**src/rtl/rc4_pkg.sv**
```systemverilog
// Shared types and helpers for the RC4 brute-force core scheduler.
package rc4_pkg;

  localparam int DEFAULT_KEY_W = 22;
  localparam int MAX_CORES     = 16;

  typedef enum logic [2:0] {
    ST_IDLE,
    ST_RESET_CORES,
    ST_RUN,
    ST_FOUND,
    ST_EXHAUSTED
  } sched_state_t;

  function automatic logic [4:0] popcount(input logic [MAX_CORES-1:0] v);
    logic [4:0] n;
    n = '0;
    for (int i = 0; i < MAX_CORES; i++) begin
      n = n + 5'(v[i]);
    end
    return n;
  endfunction

endpackage

```
**src/rtl/rc4_core_scheduler_if.sv**
```systemverilog
// Bus between the scheduler (master) and its bank of RC4 cracking cores (slave).
interface rc4_core_scheduler_if
  import rc4_pkg::*;
#(
  parameter int NUM_CORES = 4,
  parameter int KEY_W     = DEFAULT_KEY_W
);

  logic                       core_rst;
  logic [NUM_CORES*KEY_W-1:0] core_base;
  logic [7:0]                 core_stride;
  logic                       stop_all;
  logic [NUM_CORES-1:0]       core_solved;
  logic [NUM_CORES*KEY_W-1:0] core_key;
  logic [NUM_CORES-1:0]       core_key_done;

  modport master (
    output core_rst, core_base, core_stride, stop_all,
    input  core_solved, core_key, core_key_done
  );

  modport slave (
    input  core_rst, core_base, core_stride, stop_all,
    output core_solved, core_key, core_key_done
  );

endinterface

```
**src/rtl/rc4_solve_arbiter.sv**
```systemverilog
// Fixed-priority solve arbiter: the lowest-index solved core wins and its key is muxed out.
module rc4_solve_arbiter #(
  parameter int NUM_CORES = 4,
  parameter int KEY_W     = 22,
  parameter int FC_W      = 2
) (
  input  logic [NUM_CORES-1:0]       solved,
  input  logic [NUM_CORES*KEY_W-1:0] keys,
  output logic                       any_solved,
  output logic [FC_W-1:0]            winner,
  output logic [KEY_W-1:0]           winner_key
);

  assign any_solved = |solved;

  // Scan from the top down so the last hit written is the lowest index.
  always_comb begin
    winner = '0;
    for (int i = NUM_CORES - 1; i >= 0; i--) begin
      if (solved[i]) winner = FC_W'(i);
    end
  end

  always_comb begin
    winner_key = keys[int'(winner)*KEY_W +: KEY_W];
  end

endmodule

```
**src/rtl/rc4_core_scheduler.sv**
```systemverilog
// Sequencer for a bank of RC4 brute-force cores: reset/release, solve arbitration, exhaustion.
module rc4_core_scheduler
  import rc4_pkg::*;
#(
  parameter int NUM_CORES  = 4,
  parameter int KEY_W      = DEFAULT_KEY_W,
  parameter int RST_CYCLES = 2,
  localparam int FC_W      = (NUM_CORES > 1) ? $clog2(NUM_CORES) : 1
) (
  input  logic                clk,
  input  logic                rst,
  input  logic                start,
  input  logic                abort,
  rc4_core_scheduler_if.master cores,
  output logic                busy,
  output logic                done,
  output logic                found,
  output logic [KEY_W-1:0]    found_key,
  output logic [FC_W-1:0]     found_core,
  output logic [KEY_W:0]      keys_tried
);

  localparam int CNT_W = (RST_CYCLES > 1) ? $clog2(RST_CYCLES) : 1;
  // Two guard bits so the running sum cannot wrap before the compare.
  localparam int SUM_W = KEY_W + 2;
  localparam logic [SUM_W-1:0] KEYSPACE = SUM_W'(1) << KEY_W;

  sched_state_t     state, state_nx;
  logic [CNT_W-1:0] rst_cnt, rst_cnt_nx;

  logic             core_rst_nx, stop_all_nx, busy_nx, done_nx, found_nx;
  logic [KEY_W-1:0] found_key_nx;
  logic [FC_W-1:0]  found_core_nx;
  logic [KEY_W:0]   keys_tried_nx;

  logic             any_solved;
  logic [FC_W-1:0]  winner;
  logic [KEY_W-1:0] winner_key;
  logic [4:0]       done_cnt;
  logic [SUM_W-1:0] tried_sum;

  for (genvar i = 0; i < NUM_CORES; i++) begin : g_base
    assign cores.core_base[i*KEY_W +: KEY_W] = KEY_W'(i);
  end
  assign cores.core_stride = 8'(NUM_CORES);

  rc4_solve_arbiter #(
    .NUM_CORES (NUM_CORES),
    .KEY_W     (KEY_W),
    .FC_W      (FC_W)
  ) u_arb (
    .solved     (cores.core_solved),
    .keys       (cores.core_key),
    .any_solved (any_solved),
    .winner     (winner),
    .winner_key (winner_key)
  );

  assign done_cnt  = popcount(MAX_CORES'(cores.core_key_done));
  assign tried_sum = SUM_W'(keys_tried) + SUM_W'(done_cnt);

  always_comb begin
    state_nx      = state;
    rst_cnt_nx    = rst_cnt;
    found_key_nx  = found_key;
    found_core_nx = found_core;
    keys_tried_nx = keys_tried;

    if (abort && (state != ST_IDLE)) begin
      state_nx      = ST_IDLE;
      found_key_nx  = '0;
      found_core_nx = '0;
      keys_tried_nx = '0;
    end else if (start && ((state == ST_IDLE) || (state == ST_FOUND) ||
                           (state == ST_EXHAUSTED))) begin
      state_nx      = ST_RESET_CORES;
      rst_cnt_nx    = CNT_W'(RST_CYCLES - 1);
      found_key_nx  = '0;
      found_core_nx = '0;
      keys_tried_nx = '0;
    end else begin
      case (state)
        ST_RESET_CORES: begin
          if (rst_cnt == '0) state_nx = ST_RUN;
          else               rst_cnt_nx = rst_cnt - 1'b1;
        end
        ST_RUN: begin
          keys_tried_nx = tried_sum[KEY_W:0];
          if (any_solved) begin
            state_nx      = ST_FOUND;
            found_core_nx = winner;
            found_key_nx  = winner_key;
          end else if (tried_sum >= KEYSPACE) begin
            state_nx = ST_EXHAUSTED;
          end
        end
        default: ;
      endcase
    end

    // Status outputs are a pure function of the state being entered.
    core_rst_nx = (state_nx == ST_IDLE) || (state_nx == ST_RESET_CORES);
    busy_nx     = (state_nx == ST_RESET_CORES) || (state_nx == ST_RUN);
    stop_all_nx = (state_nx == ST_FOUND) || (state_nx == ST_EXHAUSTED);
    done_nx     = stop_all_nx;
    found_nx    = (state_nx == ST_FOUND);
  end

  // Registered state and outputs
  always_ff @(posedge clk) begin
    if (rst) begin
      state          <= ST_IDLE;
      rst_cnt        <= '0;
      cores.core_rst <= 1'b1;
      cores.stop_all <= 1'b0;
      busy           <= 1'b0;
      done           <= 1'b0;
      found          <= 1'b0;
      found_key      <= '0;
      found_core     <= '0;
      keys_tried     <= '0;
    end else begin
      state          <= state_nx;
      rst_cnt        <= rst_cnt_nx;
      cores.core_rst <= core_rst_nx;
      cores.stop_all <= stop_all_nx;
      busy           <= busy_nx;
      done           <= done_nx;
      found          <= found_nx;
      found_key      <= found_key_nx;
      found_core     <= found_core_nx;
      keys_tried     <= keys_tried_nx;
    end
  end

endmodule
```
**src/flat_wrapper.sv**
```systemverilog
// flat-port wrapper written by rule: the top's interface ports become plain ports
module rc4_core_scheduler_flat import rc4_pkg::*;
#(
  parameter int NUM_CORES  = 4,
  parameter int KEY_W      = DEFAULT_KEY_W,
  parameter int RST_CYCLES = 2,
  localparam int FC_W      = (NUM_CORES > 1) ? $clog2(NUM_CORES) : 1
)
  (clk, rst, start, abort, busy, done, found, found_key, found_core, keys_tried, cores_core_rst, cores_core_base, cores_core_stride, cores_stop_all, cores_core_solved, cores_core_key, cores_core_key_done);
  rc4_core_scheduler_if #(.NUM_CORES(NUM_CORES), .KEY_W(KEY_W)) cores_i ();
  input  logic clk;
  input  logic rst;
  input  logic start;
  input  logic abort;
  output logic busy;
  output logic done;
  output logic found;
  output logic [KEY_W-1:0] found_key;
  output logic [FC_W-1:0] found_core;
  output logic [KEY_W:0] keys_tried;
  output wire logic [$bits(cores_i.core_rst)-1:0] cores_core_rst;
  output wire logic [$bits(cores_i.core_base)-1:0] cores_core_base;
  output wire logic [$bits(cores_i.core_stride)-1:0] cores_core_stride;
  output wire logic [$bits(cores_i.stop_all)-1:0] cores_stop_all;
  input wire logic [$bits(cores_i.core_solved)-1:0] cores_core_solved;
  input wire logic [$bits(cores_i.core_key)-1:0] cores_core_key;
  input wire logic [$bits(cores_i.core_key_done)-1:0] cores_core_key_done;
  assign cores_core_rst = cores_i.core_rst;
  assign cores_core_base = cores_i.core_base;
  assign cores_core_stride = cores_i.core_stride;
  assign cores_stop_all = cores_i.stop_all;
  assign cores_i.core_solved = cores_core_solved;
  assign cores_i.core_key = cores_core_key;
  assign cores_i.core_key_done = cores_core_key_done;
  rc4_core_scheduler #(.NUM_CORES(NUM_CORES), .KEY_W(KEY_W), .RST_CYCLES(RST_CYCLES)) u_core (.clk(clk), .rst(rst), .start(start), .abort(abort), .cores(cores_i), .busy(busy), .done(done), .found(found), .found_key(found_key), .found_core(found_core), .keys_tried(keys_tried));
endmodule
```
**config.mk**
```make
export PLATFORM = sky130hd
export DESIGN_NAME = rc4_core_scheduler_flat
export DESIGN_NICKNAME = d
export VERILOG_FILES = /design/src/rtl/rc4_pkg.sv /design/src/rtl/rc4_core_scheduler_if.sv /design/src/rtl/rc4_solve_arbiter.sv /design/src/rtl/rc4_core_scheduler.sv /design/src/flat_wrapper.sv
export SDC_FILE = /design/constraint.sdc
export NUM_CORES = 1
export LEC_CHECK = 0
export ABC_AREA = 1
export BUFFER_PORTS_ARGS = -buffer_cell sky130_fd_sc_hd__buf_2
export CAP_MARGIN = 10
export CORE_ASPECT_RATIO = 0.75
export CORE_MARGIN = 3
export CORE_UTILIZATION = 46
export CTS_CLUSTER_SIZE = 20
export DETAILED_ROUTE_END_ITERATION = 7
export PLACE_DENSITY = 0.92
export SLEW_MARGIN = 15
export SYNTH_ARGS = -nofsm -noshare
export SYNTH_HDL_FRONTEND = slang
export SYNTH_SLANG_ARGS = --single-unit
```
**constraint.sdc**
```tcl
create_clock -name clk -period 4.7 [get_ports clk]
set_input_delay 0.47 -clock clk [delete_from_list [all_inputs] [get_ports clk]]
set_output_delay 0.47 -clock clk [all_outputs]
set_load 0.01 [all_outputs]
```
==> key figures <==
Status
  • Status: finished clean

Floorplanning
  • DIE WIDTH: 113.4 um
  • Die Y: 86.58 um
  • Top Ports: 248
  • Die area: 9822 um^2
  • Starting Density: 48.79%
  • Core area: 8163 um^2
  • Num rows: 28

Detailed routing
  • Routed len/inst: 12.57 um
  • DRT iter0 DRCs: 318
  • DR vias/cell: 4.650
  • Detailed Route WL: 10.67 mm
  • Routed via count: 3948
  • DR pass1 iterations: 5
  • Antenna Nets Post-Route: 0
  • # DRC: 0

Synth
  • Yosys Warn Count: 0
  • Top cell type's share of synthesized area: 27.65%
  • Sequential element share of the synthesized area: 27.65%
  • Syn Area/Cell: 6.561 um^2
  • Largest area contributor in the netlist: dfxtp_1
  • Cells after Synth: 607
  • Synthesized cell area: 3983 um^2
  • Ranking of synthesized cells by area: dfxtp_1, buf_4, nor2_1
  • Distinct cells, synth: 39
  • Yosys reg bits: 55

Setup path
  • Reg2reg path depth: 15
  • Crit-path leading delay family: adder cells
  • Worst reg2reg setup slack: 2.48 ns
  • Crit-path slowest cell: fa_1
  • Peak fanout along the critical path: 4
  • WS Path Type: input pin to register
  • Crit. End Element: register
  • Worst path bufs/invs: 7
  • CP cell instances: buf_2 -> ha_1 -> inv_1 -> fa_1 -> inv_1 -> ha_1 -> inv_1 -> fa_1 -> inv_1 -> nand2_1 -> nand2_1 -> nand2_1 -> nor2_2 -> nand2_1 -> inv_1 -> nand2_1 -> clkinv_1 -> nand2_1 -> o21ai_1 -> a21oi_1
  • Critical Path Most Common Cell: nand2_1
  • Slowest Stage Delay on Critical Path: 0.40 ns
  • Critical path launch point type: input pin
  • Critical Path RT: 4.88 ns
  • RR Endpoint: u_core.keys_tried[18]
  • Worst r2r src: u_core.keys_tried[0]
  • WP data arrival: 3.11 ns

Cells and area
  • Synth-to-layout area growth: 15.49%
  • Final #Nets: 850
  • Multi-input gate area: 2156 um^2
  • Commonest non-fill, non-tap cell in the layout: buf_2
  • Final std cells w/o fill: 849
  • # fillers: 829
  • Layout cells sized above 1: 24.19%
  • ANT cells: 0
  • Commonest cells after routing, fill and taps aside: buf_2, nor2_1, conb_1
  • Final core utilization: 56.35%
  • Sequential Area: 1101 um^2

Placement
  • Port bufs: 151
  • Dpl cells: 841
  • Dpl hpwl: 8.527 mm
  • Gpl congestion: 0.9698

Flow run
  • Max cap viols: 0

Worst hold path
  • Hold Startpoint: rst
  • HP Class: input pin to register
  • Hold path cells: 2
  • Hold Path End: u_core.rst_cnt

Global route
  • Total Routing Usage GR: 20.20%
  • First-pass GRT wire length: 16.24 mm
  • Vias in the first global route: 3454
  • Initial antenna violation count: 0
  • Largest net degree at the start of global routing: 46
  • Remaining global-route overflow: 0

Clock tree
  • # Post-CTS Setup Buffers: 0
  • Clock Path Buffers: 2
  • Clk_lat worst skew: 0.29 ns
  • Worst-path clk slew: 0.07 ns
  • Post-cts sizing count: 0
  • TritonCTS clock tree: done
  • H-tree levels: 2
  • CTS sink count: 55
  • Hold buffers post-CTS: 0
  • Total CTS buffers: 5
  • Clk root buf: clkbuf_16

Timing
  • Setup TNS: 0 ns
  • Worst Clk Skew: 0.004948 ns
  • Min Tclk post-route: 2.926 ns
  • Final Hold Fails: 0
  • Worst slew pin tran: 1.025 ns
  • Final worst path period share: 62.26%
  • Final Slew Violations: 0
  • Max-slew headroom at the worst pin: 31.25%
  • # setup viols final: 0
  • Unrepaired setup endpoints after global routing: no
  • WHS: 0.3742 ns
  • Max Fclk: 0.3417 GHz

Pwr
  • Pwr dens: 356.7 nW/um^2
  • Maximum vdd drop: 0.0002285 V
  • Leakage Power: 2.437 nW
## metal layers
metal	part of all wire (%)	vias to the layer above	track usage, %
met5	0	-	0
met4	0.83	0	4.803
met3	8.5	7	3.559
met2	47	174	32.69
met1	43	1742	28.22
li1	-	2025	-
## logic make-up after synthesis
kind of cell / synth area share, %
buf+inv: 27.21
simple gates: 24.16
flops: 27.65
xor+xnor: 0.4399
fa+ha+maj: 2.576
compound gates: 17.78
other cells: 0.1886
## worst register-to-register path: stages (launching register included)
cell,delay [ns]
dfxtp_1,0.36
ha_1,0.16
inv_1,0.06
fa_1,0.35
inv_1,0.08
nand2_1,0.06
nand2_1,0.13
nand2_1,0.10
nor2_2,0.19
nand2_1,0.08
inv_1,0.09
nand2_1,0.06
clkinv_1,0.08
nand2_1,0.09
o21ai_1,0.16
a21oi_1,0.06
## state kept, by name, indices dropped and copies added (netlist names)
register	count
u_core.found	1
u_core.cores.stop_all	1
u_core.keys_tried	23
u_core.state	3
u_core.cores.core_rst	1
u_core.busy	1
u_core.rst_cnt	1
u_core.found_key	22
u_core.found_core	2
## how the worst max path moves through the flow
stage	cells after the start	slack [ns]	startpoint	endpoint
after detailed placement	20	1.51	cores_core_key_done[0]	u_core.keys_tried[18]
after floorplan	19	1.90	cores_core_key_done[0]	u_core.cores.stop_all
final	20	1.77	cores_core_key_done[0]	u_core.keys_tried[18]
after global placement	20	1.59	cores_core_key_done[0]	u_core.cores.stop_all
after global routing	21	1.51	cores_core_key_done[0]	u_core.busy
after CTS	20	1.79	cores_core_key_done[0]	u_core.keys_tried[18]
## power breakdown
group / internal [mW] / switching, mW / leakage (nW)
combinational: 0.192 / 0.413 / 1.90
sequential: 0.527 / 0.0353 / 0.445
clock: 0.305 / 0.168 / 0.0900
total: 1.02 / 0.616 / 2.44
## metrics by stage
| step | total power [mW] | setup slack [ns] | cell area [um^2] |
|---|---|---|---|
| 2_1_floorplan | 1.073 | 1.898 | 4335 |
| 3_3_place_gp | 1.163 | 1.592 | 4407 |
| 3_5_place_dp | 1.176 | 1.507 | 4407 |
| 4_1_cts | 1.650 | 1.788 | 4599 |
| 5_1_grt | 1.766 | 1.507 | 4599 |
| 6_report | 1.640 | 1.774 | 4599 |
## synth_stat cells, drive strengths merged
master and n:
clkbuf 12, o21ai 78, nand3 15, nor3 7
nand4 5, inv 64, fa 2, clkinv 2
o21a 2, a31oi 2, a21oi 19, nand2 66
nor4 1, o221a 1, o211ai 1, xnor2 1
dfxtp 55, nor2 132, o22ai 22, ha 5
xor2 1, or2 2, a211oi 2, a221oi 1
buf 106, o31ai 1, conb 2
## cell type report
class	count	area share, %
clock buffer	5	2.720
clock inverter	3	1.469
inverter	66	5.386
multi-input combinational	462	46.87
sequential	55	23.94
tap	105	2.856
timing repair buffer	153	16.76
Note: power is estimated with default switching activity, not from simulation.
